### src/rtl/mem_request_stage_pkg.sv
// mem_stage_pkg: shared encodings for the execute->memory pipeline boundary.
//   - access size codes (funct3[1:0])
//   - request-stage FSM encodings
//   - writeback select and load select codes shared with the writeback stage
//   - is_misaligned(): address/size alignment test used when misaligned
//     accesses are trapped instead of issued
package mem_stage_pkg;

  // Access size, taken straight from funct3[1:0]; 2'b11 behaves as a word.
  localparam logic [1:0] SZ_B = 2'b00;
  localparam logic [1:0] SZ_H = 2'b01;
  localparam logic [1:0] SZ_W = 2'b10;

  // Request-stage FSM encodings.
  localparam logic [1:0] IDLE   = 2'd0;
  localparam logic [1:0] REQ    = 2'd1;
  localparam logic [1:0] WAIT_R = 2'd2;

  // Writeback source select.
  localparam logic [1:0] WB_ALU  = 2'b00;
  localparam logic [1:0] WB_DMEM = 2'b01;
  localparam logic [1:0] WB_PC4  = 2'b10;

  // Load extension select (funct3 of the load), consumed by writeback.
  localparam logic [2:0] LD_B  = 3'b000;
  localparam logic [2:0] LD_H  = 3'b001;
  localparam logic [2:0] LD_W  = 3'b010;
  localparam logic [2:0] LD_BU = 3'b100;
  localparam logic [2:0] LD_HU = 3'b101;

  // Bytes never misalign; halves need a[0]==0; words need a[1:0]==0.
  function automatic logic is_misaligned(input logic [1:0] size,
                                         input logic [1:0] addr_lo);
    logic mis;
    mis = 1'b0;
    case (size)
      SZ_B:    mis = 1'b0;
      SZ_H:    mis = addr_lo[0];
      default: mis = (addr_lo != 2'b00);
    endcase
    return mis;
  endfunction

endpackage

### src/rtl/mem_request_stage_if.sv
// mem_request_stage_if: data-memory / MMIO request bus.
//   req    stage -> mem  request valid
//   addr   stage -> mem  word-aligned byte address
//   we     stage -> mem  byte enables, 4'b0000 = read
//   wdata  stage -> mem  lane-aligned store data
//   gnt    mem -> stage  request accepted this cycle
//   rvalid mem -> stage  read data valid this cycle
//   rdata  mem -> stage  read data
//
// Handshake: req is a valid that, once raised, holds addr/we/wdata stable
// until the cycle gnt is sampled high (gnt is the ready); that cycle is the
// transfer. For reads, rvalid may arrive in the grant cycle or any later
// cycle, and each transfer returns exactly one rvalid. gnt and rvalid are
// only meaningful while a request is outstanding.
interface mem_request_stage_if;
  logic        req;
  logic [31:0] addr;
  logic [3:0]  we;
  logic [31:0] wdata;
  logic        gnt;
  logic        rvalid;
  logic [31:0] rdata;

  modport master (output req, addr, we, wdata, input gnt, rvalid, rdata);
  modport slave  (input req, addr, we, wdata, output gnt, rvalid, rdata);
endinterface

### src/rtl/mem_request_stage_store_align.sv
// store_align: combinational store lane placement.
//   size    in  2   access size code (SZ_B/SZ_H/SZ_W, 2'b11 = word)
//   addr_lo in  2   effective address bits [1:0]
//   wdata   in  32  rs2 store data
//   we      out 4   byte enables for the word-aligned bus
//   lane    out 32  store data replicated onto every candidate lane
// Halves use only addr_lo[1]; words ignore addr_lo entirely.
module store_align
  import mem_stage_pkg::*;
(
  input  logic [1:0]  size,
  input  logic [1:0]  addr_lo,
  input  logic [31:0] wdata,
  output logic [3:0]  we,
  output logic [31:0] lane
);

  always_comb begin
    we   = 4'b1111;
    lane = wdata;
    case (size)
      SZ_B: begin
        we   = 4'b0001 << addr_lo;
        lane = {4{wdata[7:0]}};
      end
      SZ_H: begin
        we   = 4'b0011 << {addr_lo[1], 1'b0};
        lane = {2{wdata[15:0]}};
      end
      default: ;
    endcase
  end

endmodule

### src/rtl/mem_request_stage.sv
// mem_request_stage: execute->memory pipeline boundary of the 3-stage core.
// Registers the execute bundle into the writeback bundle and runs the
// data-memory transaction over mem_request_stage_if, stalling execute
// (ex_ready=0) while an access is outstanding.
//
// Ports
//   clk, rst_n              clock, asynchronous active-low reset
//   ex_valid/ex_mem_rd/ex_mem_wr/ex_size/ex_addr/ex_wdata/ex_pc/ex_inst/
//   ex_ldsel/ex_wbsel        execute bundle in
//   ex_ready                stage accepts the bundle this cycle
//   mem                     request bus (master side)
//   wb_valid + wb_*         writeback bundle, wb_valid is a one-cycle pulse
//   bus_err                 one-cycle pulse when a load times out
//   misalign_err            (MEM_MISALIGN_TRAP_EN only) one-cycle pulse when a
//                           misaligned access is trapped instead of issued
//   dbg_state               current FSM state
//
// Optional feature macro: MEM_MISALIGN_TRAP_EN.
module mem_request_stage
  import mem_stage_pkg::*;
#(
  parameter int MAX_WAIT = 255,
  parameter int CNT_W    = 8
) (
  input  logic        clk,
  input  logic        rst_n,
  input  logic        ex_valid,
  input  logic        ex_mem_rd,
  input  logic        ex_mem_wr,
  input  logic [1:0]  ex_size,
  input  logic [31:0] ex_addr,
  input  logic [31:0] ex_wdata,
  input  logic [31:0] ex_pc,
  input  logic [31:0] ex_inst,
  input  logic [2:0]  ex_ldsel,
  input  logic [1:0]  ex_wbsel,
  output logic        ex_ready,
  mem_request_stage_if.master mem,
  output logic        wb_valid,
  output logic [31:0] wb_pc,
  output logic [31:0] wb_alu,
  output logic [31:0] wb_inst,
  output logic [31:0] wb_rdata,
  output logic [2:0]  wb_ldsel,
  output logic [1:0]  wb_wbsel,
  output logic        bus_err,
`ifdef MEM_MISALIGN_TRAP_EN
  output logic        misalign_err,
`endif
  output logic [1:0]  dbg_state
);

  logic [1:0]       state;
  logic             is_store_q;
  logic [CNT_W-1:0] cnt;
  logic [31:0]      addr_q;
  logic [3:0]       we_q;
  logic [31:0]      wdata_q;

  logic [3:0]       al_we;
  logic [31:0]      al_lane;
  logic             accept;
  logic             is_mem;
  logic             timeout;

  store_align u_store_align (
    .size    (ex_size),
    .addr_lo (ex_addr[1:0]),
    .wdata   (ex_wdata),
    .we      (al_we),
    .lane    (al_lane)
  );

  assign ex_ready  = (state == IDLE);
  assign accept    = ex_valid && ex_ready;
  assign is_mem    = ex_mem_rd || ex_mem_wr;
  // cnt holds the WAIT_R cycles already elapsed, so this is the cycle that
  // brings the wait to MAX_WAIT.
  assign timeout   = (cnt == CNT_W'(MAX_WAIT - 1));
  assign dbg_state = state;

  // mem_req is decoded from state so it drops the instant reset asserts.
  assign mem.req   = (state == REQ);
  assign mem.addr  = addr_q;
  assign mem.we    = we_q;
  assign mem.wdata = wdata_q;

  always_ff @(posedge clk or negedge rst_n) begin
    if (!rst_n) begin
      state      <= IDLE;
      is_store_q <= 1'b0;
      cnt        <= '0;
      addr_q     <= '0;
      we_q       <= '0;
      wdata_q    <= '0;
      wb_valid   <= 1'b0;
      wb_pc      <= '0;
      wb_alu     <= '0;
      wb_inst    <= '0;
      wb_rdata   <= '0;
      wb_ldsel   <= '0;
      wb_wbsel   <= '0;
      bus_err    <= 1'b0;
`ifdef MEM_MISALIGN_TRAP_EN
      misalign_err <= 1'b0;
`endif
    end else begin
      wb_valid <= 1'b0;
      bus_err  <= 1'b0;
`ifdef MEM_MISALIGN_TRAP_EN
      misalign_err <= 1'b0;
`endif
      case (state)
        IDLE: begin
          if (accept) begin
            wb_pc    <= ex_pc;
            wb_alu   <= ex_addr;
            wb_inst  <= ex_inst;
            wb_ldsel <= ex_ldsel;
            wb_wbsel <= ex_wbsel;
            if (!is_mem) begin
              wb_valid <= 1'b1;
`ifdef MEM_MISALIGN_TRAP_EN
            end else if (is_misaligned(ex_size, ex_addr[1:0])) begin
              wb_valid     <= 1'b1;
              misalign_err <= 1'b1;
              wb_rdata     <= '0;
              we_q         <= '0;
`endif
            end else begin
              // A bundle with both rd and wr set is treated as a store.
              addr_q     <= {ex_addr[31:2], 2'b00};
              is_store_q <= ex_mem_wr;
              we_q       <= ex_mem_wr ? al_we : 4'b0000;
              wdata_q    <= al_lane;
              state      <= REQ;
            end
          end
        end
        REQ: begin
          if (mem.gnt) begin
            // Byte enables return to zero once the request is taken.
            we_q <= '0;
            if (is_store_q) begin
              wb_valid <= 1'b1;
              state    <= IDLE;
            end else if (mem.rvalid) begin
              wb_rdata <= mem.rdata;
              wb_valid <= 1'b1;
              state    <= IDLE;
            end else begin
              cnt   <= '0;
              state <= WAIT_R;
            end
          end
        end
        WAIT_R: begin
          // Data arriving on the timeout cycle still completes normally.
          if (mem.rvalid) begin
            wb_rdata <= mem.rdata;
            wb_valid <= 1'b1;
            state    <= IDLE;
          end else if (timeout) begin
            wb_rdata <= '0;
            wb_valid <= 1'b1;
            bus_err  <= 1'b1;
            state    <= IDLE;
          end else begin
            cnt <= cnt + 1'b1;
          end
        end
        default: state <= IDLE;
      endcase
    end
  end

endmodule
### src/flat_wrapper.sv
// flat-port wrapper written by rule: the top's interface ports become plain ports
module mem_request_stage_flat import mem_stage_pkg::*;
#(
  parameter int MAX_WAIT = 255,
  parameter int CNT_W    = 8
)
  (clk, rst_n, ex_valid, ex_mem_rd, ex_mem_wr, ex_size, ex_addr, ex_wdata, ex_pc, ex_inst, ex_ldsel, ex_wbsel, ex_ready, wb_valid, wb_pc, wb_alu, wb_inst, wb_rdata, wb_ldsel, wb_wbsel, bus_err, dbg_state, mem_req, mem_addr, mem_we, mem_wdata, mem_gnt, mem_rvalid, mem_rdata);
  mem_request_stage_if mem_i ();
  input  logic clk;
  input  logic rst_n;
  input  logic ex_valid;
  input  logic ex_mem_rd;
  input  logic ex_mem_wr;
  input  logic [1:0] ex_size;
  input  logic [31:0] ex_addr;
  input  logic [31:0] ex_wdata;
  input  logic [31:0] ex_pc;
  input  logic [31:0] ex_inst;
  input  logic [2:0] ex_ldsel;
  input  logic [1:0] ex_wbsel;
  output logic ex_ready;
  output logic wb_valid;
  output logic [31:0] wb_pc;
  output logic [31:0] wb_alu;
  output logic [31:0] wb_inst;
  output logic [31:0] wb_rdata;
  output logic [2:0] wb_ldsel;
  output logic [1:0] wb_wbsel;
  output logic bus_err;
  output logic [1:0] dbg_state;
  output wire logic [$bits(mem_i.req)-1:0] mem_req;
  output wire logic [$bits(mem_i.addr)-1:0] mem_addr;
  output wire logic [$bits(mem_i.we)-1:0] mem_we;
  output wire logic [$bits(mem_i.wdata)-1:0] mem_wdata;
  input wire logic [$bits(mem_i.gnt)-1:0] mem_gnt;
  input wire logic [$bits(mem_i.rvalid)-1:0] mem_rvalid;
  input wire logic [$bits(mem_i.rdata)-1:0] mem_rdata;
  assign mem_req = mem_i.req;
  assign mem_addr = mem_i.addr;
  assign mem_we = mem_i.we;
  assign mem_wdata = mem_i.wdata;
  assign mem_i.gnt = mem_gnt;
  assign mem_i.rvalid = mem_rvalid;
  assign mem_i.rdata = mem_rdata;
  mem_request_stage #(.MAX_WAIT(MAX_WAIT), .CNT_W(CNT_W)) u_core (.clk(clk), .rst_n(rst_n), .ex_valid(ex_valid), .ex_mem_rd(ex_mem_rd), .ex_mem_wr(ex_mem_wr), .ex_size(ex_size), .ex_addr(ex_addr), .ex_wdata(ex_wdata), .ex_pc(ex_pc), .ex_inst(ex_inst), .ex_ldsel(ex_ldsel), .ex_wbsel(ex_wbsel), .ex_ready(ex_ready), .mem(mem_i), .wb_valid(wb_valid), .wb_pc(wb_pc), .wb_alu(wb_alu), .wb_inst(wb_inst), .wb_rdata(wb_rdata), .wb_ldsel(wb_ldsel), .wb_wbsel(wb_wbsel), .bus_err(bus_err), .dbg_state(dbg_state));
endmodule
### config.mk
export PLATFORM = sky130hd
export DESIGN_NAME = mem_request_stage_flat
export DESIGN_NICKNAME = d
export VERILOG_FILES = /design/src/rtl/mem_request_stage_pkg.sv /design/src/rtl/mem_request_stage_if.sv /design/src/rtl/mem_request_stage_store_align.sv /design/src/rtl/mem_request_stage.sv /design/src/flat_wrapper.sv
export SDC_FILE = /design/constraint.sdc
export NUM_CORES = 1
export LEC_CHECK = 0
export ABC_AREA = 1
export BUFFER_PORTS_ARGS = -buffer_cell sky130_fd_sc_hd__clkbuf_2
export CORE_MARGIN = 2
export CORE_UTILIZATION = 40
export CTS_BUF_LIST = sky130_fd_sc_hd__clkbuf_8
export DETAILED_ROUTE_END_ITERATION = 10
export GPL_TIMING_DRIVEN = 0
export PLACE_DENSITY = 0.66
export SETUP_SLACK_MARGIN = 0.1
export SYNTH_ARGS = -nofsm -noshare
export SYNTH_HDL_FRONTEND = slang
export SYNTH_SLANG_ARGS = --single-unit
### constraint.sdc
create_clock -name clk -period 1.68 [get_ports clk]
set_input_delay 0 -clock clk [delete_from_list [all_inputs] [get_ports clk]]
set_output_delay 0 -clock clk [all_outputs]
set_load 0.005 [all_outputs]
==> results of run 1 <==
## metrics by stage
step                      power [W]  cells  setup WS (ns)  util [%]
final                        0.0182   1867          0.123      64.1
after floorplan              0.0101    967          0.271         -
after CTS                    0.0181   1860          0.106      63.6
after global routing         0.0194   1867         0.0542      64.1
after global placement       0.0130   1618          -3.59      51.4
after detailed placement     0.0132   1619         -0.120      51.5
## sequential cells by signal, indices dropped and copies added (netlist names)
| signal | count |
|---|---|
| u_core.dbg_state | 2 |
| u_core.wb_rdata | 32 |
| u_core.wb_pc | 32 |
| u_core.mem.wdata | 32 |
| u_core.wb_wbsel | 2 |
| u_core.wb_alu | 32 |
| u_core.wb_valid | 1 |
| u_core.wb_ldsel | 3 |
| u_core.mem.we | 4 |
| u_core.wb_inst | 32 |
| u_core.is_store_q | 1 |
| u_core.bus_err | 1 |
| u_core.mem.addr | 30 |
| u_core.cnt | 8 |
## kinds of logic after synthesis
kind of cell	synth area share [%]
flops	62.2
xor+xnor	0.308
simple gates	23.9
buf+inv	5.72
fa+ha+maj	0.293
other cells	0.0439
compound gates	7.55
## power by group through the flow
stage / sequential (W) / clock [W] / combinational, W
after floorplan: 0.00801 / 0 / 0.00207
after global placement: 0.00793 / 0 / 0.00510
after detailed placement: 0.00796 / 0 / 0.00521
after CTS: 0.00791 / 0.00457 / 0.00560
after global routing: 0.00813 / 0.00485 / 0.00641
final: 0.00797 / 0.00448 / 0.00574
## layout by cell type, fill, tap and decap left out, drive strengths merged, types with 2 or more instances in the layout
cell type and instances:
clkbuf 440, buf 43, inv 63, a21oi 18, dfrtp 212, nor2 13
conb 2, clkinv 5, o21ai 104, xnor2 2, nand3 51, dlygate4sd3 179
nand2 450, ha 2
## layer usage
metal  GRT usage, %  vias up  wire, um
li1               -     4235         -
met1           31.2     4276     11900
met2           45.9      393     15200
met3           8.57       82      2780
met4           10.6        0      1110
met5              0        -         0
## area by class of cell
type	instances	area (sq um)
antenna	1	2.50
buffer	50	297
clock buffer	46	633
clock inverter	12	48.8
fill	1669	7530
inverter	56	223
multi-input combinational	649	2770
sequential	212	5310
tap	275	344
timing repair buffer	566	3800
## worst max-delay path: stages, from the launching register on
cell and delay [ns]:
dfrtp_2 0.44, buf_4 0.15, nor2_4 0.14, nand3_1 0.11
nand2_2 0.16, buf_2 0.26, nand3_1 0.12, nand2_1 0.10
## worst max path at each step
stage                              from                  end  slack, ns  cells past startpoint
global route        u_core.dbg_state[1]  u_core.wb_rdata[17]       0.05                      7
finish              u_core.dbg_state[1]  u_core.wb_rdata[17]       0.12                      7
global placement                  rst_n  u_core.mem.addr[12]      -3.59                      1
CTS                 u_core.dbg_state[1]  u_core.mem.addr[24]       0.11                      8
detailed placement  u_core.dbg_state[1]  u_core.mem.addr[24]      -0.12                      8
floorplan                 u_core.cnt[0]  u_core.wb_rdata[10]       0.27                     10
## repair_timing
action / 4_1_cts / 5_1_grt
gates resized for setup: 8 / 22
hold buffers: 179 / 0
setup endpoints to repair: 163 / 133
pin swaps: 1 / 2
hold endpoints to repair: 304 / 0
buffers inserted: 4 / 6
==> results.yml, run 1 <==
floorplanning:
  core_area_sq_mm: 0.0210
  initial_core_util_pct: 40.7
  num_rows: 53
  die_area_sq_mm: 0.0225
  fp.dieW_um: 150
  fp.dieH_um: 150
  io_pins: 381
clock_tree:
  clockRootBuffer: "clkbuf_8"
  clkSinkCount: 212
  h-tree-depth: 2
  worstSkewPairLatency_ns: 0.51
  path_clk_slew_ns: 0.06
  clockBufferDepth: 3
  cts_made_buffers: 37
  cts_tree: "done"
routing:
  ant_nets: 0
  drt-total-wl_um: 31100
  drcViolationCount: 0
  dr.pass1.iters: 4
  drtIter0Drc: 449
  routed_wire_length_per_instance_um: 16.6
  vias_per_cell: 4.81
  vias: 8986
sta:
  slew_viol_final: 0
  setup_tns_ns: 0
  fmax_mhz: 642
  max_slew.worst_pin.slew_ns: 0.852
  slew_headroom_pct: 43.2
  setup_viol: 0
  rsz0062_at_grt: "true"
  skew_ns: 0.0165
  fin_hold_ws_ns: 0.0718
  fin_crit_sh_pct: 92.7
  period_needed_ns: 1.56
  hold_viol: 0
yosys:
  synth_top_area_cell: "dfrtp_1"
  syn_inst: 966
  synthDistinctLibCells: 30
  synth_top_area_share_pct: 62.2
  synth-seq-cells: 212
  synth_area_sq_mm: 0.00853
  post_synth.cell_area_avg_sq_um: 8.83
  ys_top_cells_by_area: "dfrtp_1 (62%), nand2_1 (20%), o21ai_0 (3.2%), nand3_1 (3.0%), o21ai_1 (2.8%)"
  yosysMostFrequentCell: "nand2_1"
  synth_ff_type: "dfrtp_1"
  synth.top_cells.by_count: "nand2_1 (445), dfrtp_1 (212), o21ai_0 (55), inv_1 (53), nand3_1 (51)"
  yosys_warnings: 0
  ys_seq_area_share_pct: 62.2
  synthArstFlopShare_pct: 100
  synth-edff-count: 0
placed_design:
  place_area_sq_mm: 0.0108
  routabilityCongestion: 0.815
  dp_hpwl_um: 20100
  io_buffers: 376
outcome:
  status: "complete, no violations"
finish:
  final_nets: 1748
  drive_gt1_share_pct: 31.0
  final_area_sq_mm: 0.0134
  area_growth_pct: 57.3
global_route:
  grt_max_degree: 113
  grt_antenna_before_repair: 1
  grt_remaining_overflow: 0
  grt_usage_pct: 26.8
  grt_pass1_wl_um: 47500
  grt_pass1_vias: 9376
power:
  p_clk_share_pct: 24.6
  sequentialPowerShare_pct: 43.8
  p_sw_w: 0.00629
  p_per_area_mw_per_mm2: 1350
  power.internal_w: 0.0119
  p_leak_nw: 7.44
  ir_drop_mv: 0.991
  pwr-share-comb_pct: 31.5
  switching_share_pct: 34.6
setup_path:
  crit_arrival_ns: 2.00
  rrSetupSlack_ns: 0.12
  reg2reg_from: "u_core.dbg_state[1]"
  worst_setup_path_start_kind: "register"
  path_max_fanout: 10
  r2r_end: "u_core.wb_rdata[17]"
  required_ns: 2.12
  path_class: "reg2reg"
  reg2reg_depth: 7
  endpoint_kind: "register"
hold_path:
  hp-class: "in2reg"
  hp-start: "ex_size[1]"
  holdPathStages: 5
  min_to: "u_core.mem.we[0]"
job:
  maxCapViolations: 0
Note: power is estimated with default switching activity, not from simulation.
==> run 2, diff against run 1 <==
- ABC_AREA: 1 -> 0
- SKIP_CTS_REPAIR_TIMING: default -> 1
==> run 2 against run 1 <==
Final cell count down 20%. Die area down 1.6%. The run now ends with negative hold slack, negative setup slack left. Wire length shrank 1.7%. Setup slack worse by 0.24 ns. Flip-flop and latch count unchanged. Utilization grew 5.2 points. Area after synthesis down 1.7%. Count of clock-buffer cells in the layout stayed put. Power is 6.4% higher. Sequential share of layout area decreased by 2.0 points. Critical path type unchanged. Hold slack got worse by 0.29 ns. Sequential power barely moved.
==> results.yml, run 2 <==
global_route:
  grt_pass1_wl_um: 36500
  grt_max_degree: 113
  grt_remaining_overflow: 0
  grt_pass1_vias: 6648
  grt_usage_pct: 21.3
  grt_antenna_before_repair: 2
clock_tree:
  clkSinkCount: 212
  h-tree-depth: 2
  cts_tree: "done"
  cts_made_buffers: 36
  clockBufferDepth: 3
  path_clk_slew_ns: 0.07
  worstSkewPairLatency_ns: 0.50
  clockRootBuffer: "clkbuf_8"
hold_path:
  hp-class: "in2reg"
  hp-start: "ex_pc[23]"
  holdPathStages: 2
  min_to: "u_core.wb_pc[23]"
sta:
  fin_crit_sh_pct: 107
  hold_viol: 1
  setup_tns_ns: -11.39
  max_slew.worst_pin.slew_ns: 0.857
  fin_hold_ws_ns: -0.220
  slew_headroom_pct: 42.9
  fin_ws_ns: -0.121
  setup_viol: 169
  skew_ns: 0.0260
  rsz0062_at_grt: "true"
  slew_viol_final: 0
  period_needed_ns: 1.80
  fmax_mhz: 555
yosys:
  synth_area_sq_mm: 0.00839
  yosysMostFrequentCell: "dfrtp_1"
  syn_inst: 585
  yosys_warnings: 0
  synth_ff_type: "dfrtp_1"
  ys_seq_area_share_pct: 63.2
  ys_top_cells_by_area: "dfrtp_1 (63%), mux2_2 (14%), mux2_1 (5.1%), a22o_1 (3.4%), mux2i_1 (3.1%)"
  synthDistinctLibCells: 37
  post_synth.cell_area_avg_sq_um: 14.3
  synth_top_area_cell: "dfrtp_1"
  synthArstFlopShare_pct: 100
  synth.top_cells.by_count: "dfrtp_1 (212), mux2_2 (103), mux2_1 (38), nand2_1 (34), a22o_1 (33)"
  synth_top_area_share_pct: 63.2
  synth-edff-count: 0
  synth-seq-cells: 212
routing:
  drtIter0Drc: 216
  dr.pass1.iters: 4
  routed_wire_length_per_instance_um: 20.3
  ant_nets: 0
  vias_per_cell: 4.98
  vias: 7482
  drt-total-wl_um: 30500
  drcViolationCount: 0
setup_path:
  crit_arrival_ns: 2.17
  slowest_stage: "dfrtp_1"
  path_class: "reg2reg"
  r2r_end: "u_core.wb_pc[10]"
  path_cells: "buf_6, nor3b_4, buf_6, buf_4, buf_4, mux2_2"
  max_stage_delay_ns: 0.39
  rrSetupSlack_ns: -0.12
  cp_num_buf_inv: 4
  required_ns: 2.04
  path_max_fanout: 10
  reg2reg_from: "u_core.dbg_state[0]"
  worst_setup_path_start_kind: "register"
  critPathTopFamily: "buffers and inverters"
  endpoint_kind: "register"
  reg2reg_depth: 6
power:
  sequentialPowerShare_pct: 41.2
  p_sw_w: 0.00592
  p_leak_nw: 7.23
  switching_share_pct: 30.6
  power.internal_w: 0.0134
  p_clk_share_pct: 24.8
  pwr-share-comb_pct: 34.0
  ir_drop_mv: 0.962
  p_per_area_mw_per_mm2: 1370
placed_design:
  routabilityCongestion: 0.814
  io_buffers: 376
  dp_hpwl_um: 18500
  place_area_sq_mm: 0.0107
finish:
  final_nets: 1381
  mostFrequentLayoutCell: "clkbuf_2"
  drive_gt1_share_pct: 52.5
  final_cell_mix: "clkbuf_2 (376), dfrtp_1 (212), dlygate4sd3_1 (179)"
  area_growth_pct: 68.5
  final_area_sq_mm: 0.0141
floorplanning:
  num_rows: 52
  fp.dieW_um: 149
  die_area_sq_mm: 0.0222
  initial_core_util_pct: 41.1
  io_pins: 381
  fp.dieH_um: 149
  core_area_sq_mm: 0.0204
outcome:
  violations: "negative hold slack, negative setup slack"
  status: "finished with violations"
job:
  maxCapViolations: 0
run 2: power groups by stage:
stage / Sequential (W) / Clock (W) / Combinational [W]
after CTS: 0.00783 / 0.00491 / 0.00507
after global routing: 0.00814 / 0.00517 / 0.00701
final: 0.00797 / 0.00480 / 0.00658
after global placement: 0.00783 / 0 / 0.00498
after detailed placement: 0.00790 / 0 / 0.00504
after floorplan: 0.00795 / 0 / 0.00206
run 2: cells by family (layout without fill, tap and decap cells):
| kind of cell | count (synthesis) | in the layout | synth area share (%) |
|---|---|---|---|
| mux | 167 | 167 | 22.0 |
| xor+xnor | 1 | 1 | 0.104 |
| compound gates | 90 | 91 | 7.25 |
| fa+ha+maj | 2 | 2 | 0.298 |
| simple gates | 75 | 75 | 4.49 |
| other cells | 1 | 4 | 0.0447 |
| buf+inv | 37 | 679 | 2.59 |
| flops | 212 | 212 | 63.2 |
run 2: layout make-up:
class,instances,area (sq um)
clock inverters,16,115
fillers,1386,6290
repair buffers,580,4070
well taps,270,338
multi-input cells,338,3270
clock buffers,46,633
plain buffers,34,398
diodes,2,5.00
flip-flops and latches,212,5310
inverters,3,11.3
run 2: how the worst max path moves through the flow:
stage,from,cells past startpoint,slack (ns),end
finish,u_core.dbg_state[0],6,-0.12,u_core.wb_pc[10]
global route,u_core.dbg_state[0],6,-0.18,u_core.wb_alu[27]
CTS,u_core.dbg_state[0],7,-0.39,u_core.mem.wdata[22]
detailed placement,u_core.dbg_state[0],7,-0.38,u_core.mem.wdata[14]
global placement,rst_n,1,-3.64,u_core.mem.addr[22]
floorplan,u_core.dbg_state[0],5,0.10,u_core.wb_alu[0]
run 2: through the flow:
stage	hold slack (ns)	util, %	power [W]	cells	setup WS (ns)
after global routing	-0.249	69.2	0.0203	1501	-0.175
after CTS	-0.410	55.8	0.0178	1295	-0.390
after detailed placement	0.142	52.2	0.0129	1233	-0.375
after floorplan	-0.296	-	0.0100	586	0.101
final	-0.220	69.2	0.0194	1501	-0.121
after global placement	0.229	52.0	0.0128	1232	-3.64
run 2: layer usage:
layer  up-vias  global-route usage, %  routed length, um
met5         -                      0                  0
met4         0                   6.48               1110
met3        90                   7.77               2360
met2       359                   37.4              15800
met1      3695                   24.3              11300
li1       3338                      -                  -
==> run 3, diff against run 2 <==
- CORE_UTILIZATION: 40 -> 35
- CTS_BUF_LIST: sky130_fd_sc_hd__clkbuf_8 -> sky130_fd_sc_hd__clkbuf_4 sky130_fd_sc_hd__clkbuf_8
- PLACE_DENSITY: 0.66 -> 0.59
- SLEW_MARGIN: default -> 20
==> run 3 against run 2 <==
Final cell count grew 3.3%. Utilization down 8.4 points. Count of clock-buffer cells in the layout rose by 10. Cell area rose by 0.89%. Fmax rose by 0.66%. Register-to-register slack hardly changed. Clock skew is 0.0060 ns lower. Power up 0.85%. First-iteration DRC count up 86%. Critical path type unchanged. Wire length down 8.6%. Largest power group unchanged. Sequential power fell by 1%. The flow still finishes with violations (negative hold slack, negative setup slack). Setup slack improved by 0.012 ns.
==> results.yml, run 3 (same netlist as run 2, synthesis figures left out) <==
floorplanning:
  num_rows: 56
  fp.dieH_um: 159
  core_area_sq_mm: 0.0235
  fp.dieW_um: 159
  die_area_sq_mm: 0.0252
  io_pins: 381
  initial_core_util_pct: 35.8
power:
  ir_drop_mv: 1.09
  p_clk_share_pct: 27.3
  p_leak_nw: 7.15
  switching_share_pct: 29.6
  power.internal_w: 0.0137
  pwr-share-comb_pct: 32.3
  p_sw_w: 0.00578
  p_per_area_mw_per_mm2: 1370
  sequentialPowerShare_pct: 40.4
global_route:
  grt_antenna_before_repair: 0
  grt_max_degree: 79
  grt_pass1_wl_um: 37500
  grt_usage_pct: 18.6
  grt_remaining_overflow: 0
  grt_pass1_vias: 6799
routing:
  ant_nets: 0
  vias: 7246
  drtIter0Drc: 401
  drt-total-wl_um: 27900
  drcViolationCount: 0
  routed_wire_length_per_instance_um: 18.0
  vias_per_cell: 4.67
  dr.pass1.iters: 4
finish:
  antenna_cells: 0
  layout.cells.non_filler: 1551
  final_area_sq_mm: 0.0143
  final-seq-area_sq_mm: 0.00531
  final_cell_mix: "clkbuf_2 (375), dfrtp_1 (211), dlygate4sd3_1 (177)"
  final_nets: 1381
  n_fill_cell: 1790
  area_growth_pct: 70.0
  mostFrequentLayoutCell: "clkbuf_2"
  drive_gt1_share_pct: 50.7
  multi_input_area_sq_mm: 0.00325
sta:
  skew_ns: 0.0200
  fin_crit_sh_pct: 107
  fin_ws_ns: -0.110
  period_needed_ns: 1.79
  setup_viol: 112
  fmax_mhz: 559
  hold_viol: 1
  slew_headroom_pct: 52.5
  max_slew.worst_pin.slew_ns: 0.712
  setup_tns_ns: -6.17
  fin_hold_ws_ns: -0.0120
  rsz0062_at_grt: "true"
  slew_viol_final: 0
hold_path:
  holdPathStages: 4
  hp-class: "in2reg"
setup_path:
  worst_setup_path_start_kind: "register"
  endpoint_kind: "register"
  crit_arrival_ns: 2.19
  path_max_fanout: 6
  path_class: "reg2reg"
  required_ns: 2.08
  reg2reg_depth: 6
clock_tree:
  clkSinkCount: 212
  worstSkewPairLatency_ns: 0.53
  h-tree-depth: 2
  clockRootBuffer: "clkbuf_8"
  clockBufferDepth: 3
  path_clk_slew_ns: 0.06
  cts_tree: "done"
  cts_made_buffers: 38
placed_design:
  dpl.cell_count: 1283
  io_buffers: 376
  routabilityCongestion: 0.757
  place_area_sq_mm: 0.0107
  dp_hpwl_um: 17500
outcome:
  status: "finished with violations"
  violations: "negative hold slack, negative setup slack"
job:
  maxCapViolations: 0
-- run 3: changes by cell type in the layout (fill, tap and decap cells not counted), moves of 6 or more --
| cell | previous run | this run |
|---|---|---|
| nand2_1 | 24 | 33 |
| o21ai_1 | 17 | 11 |
| clkbuf_4 | 1 | 13 |
| o21ai_0 | 11 | 22 |
| o21ai_2 | 6 | 0 |
| mux2_1 | 7 | 38 |
| nand2_2 | 10 | 1 |
| inv_1 | 15 | 1 |
| mux2_2 | 53 | 30 |
| buf_6 | 11 | 17 |
| mux2_4 | 81 | 73 |
-- run 3: layer usage --
layer | track usage (%) | up-vias | routed length, um
li1 | - | 3335 | -
met1 | 22.7 | 3553 | 11100
met2 | 30.5 | 308 | 13900
met3 | 7.11 | 50 | 2240
met4 | 5.79 | 0 | 591
met5 | 0 | - | 0
-- run 3: worst paths after layout --
check | startpoint | to | slack [ns]
max | u_core.dbg_state[0] | u_core.wb_alu[7] | -0.11
min reg2reg | u_core.mem.wdata[20] | u_core.mem.wdata[20] | 0.48
max in group asynchronous | rst_n | u_core.mem.we[1] | 0.50
max reg2reg | u_core.dbg_state[0] | u_core.wb_alu[7] | -0.11
min | ex_size[1] | u_core.mem.wdata[31] | -0.01
min in group asynchronous | rst_n | u_core.wb_rdata[30] | 0.04
-- run 3: area by class of cell --
type	count	share of cell area, %
Inverter	3	0.0789
Multi-Input combinational cell	337	22.8
Clock inverter	11	0.974
Timing Repair Buffer	579	28.6
Tap cell	319	2.80
Buffer	34	2.63
Sequential cell	212	37.2
Clock buffer	56	4.92
-- run 3: power groups by stage --
stage	logic [W]	registers [W]	clock network [W]
CTS	0.00499	0.00781	0.00548
global placement	0.00493	0.00780	0
global route	0.00681	0.00809	0.00572
detailed placement	0.00498	0.00786	0
finish	0.00631	0.00788	0.00533
floorplan	0.00206	0.00795	0
-- run 3: worst max-delay path: stages, from the launching register on --
cell and delay, ns:
dfrtp_1 0.38, buf_6 0.14, nor3b_4 0.33, buf_6 0.20, buf_12 0.16, clkbuf_16 0.17, mux2_4 0.30
-- run 3: stage by stage --
stage                     setup WS (ns)  total power (W)  utilization (%)
after floorplan                   0.101           0.0100                -
after global placement            -3.79           0.0127             45.5
after detailed placement         -0.487           0.0128             45.8
after CTS                        -0.499           0.0183             49.4
after global routing             -0.170           0.0206             60.8
final                            -0.110           0.0195             60.8
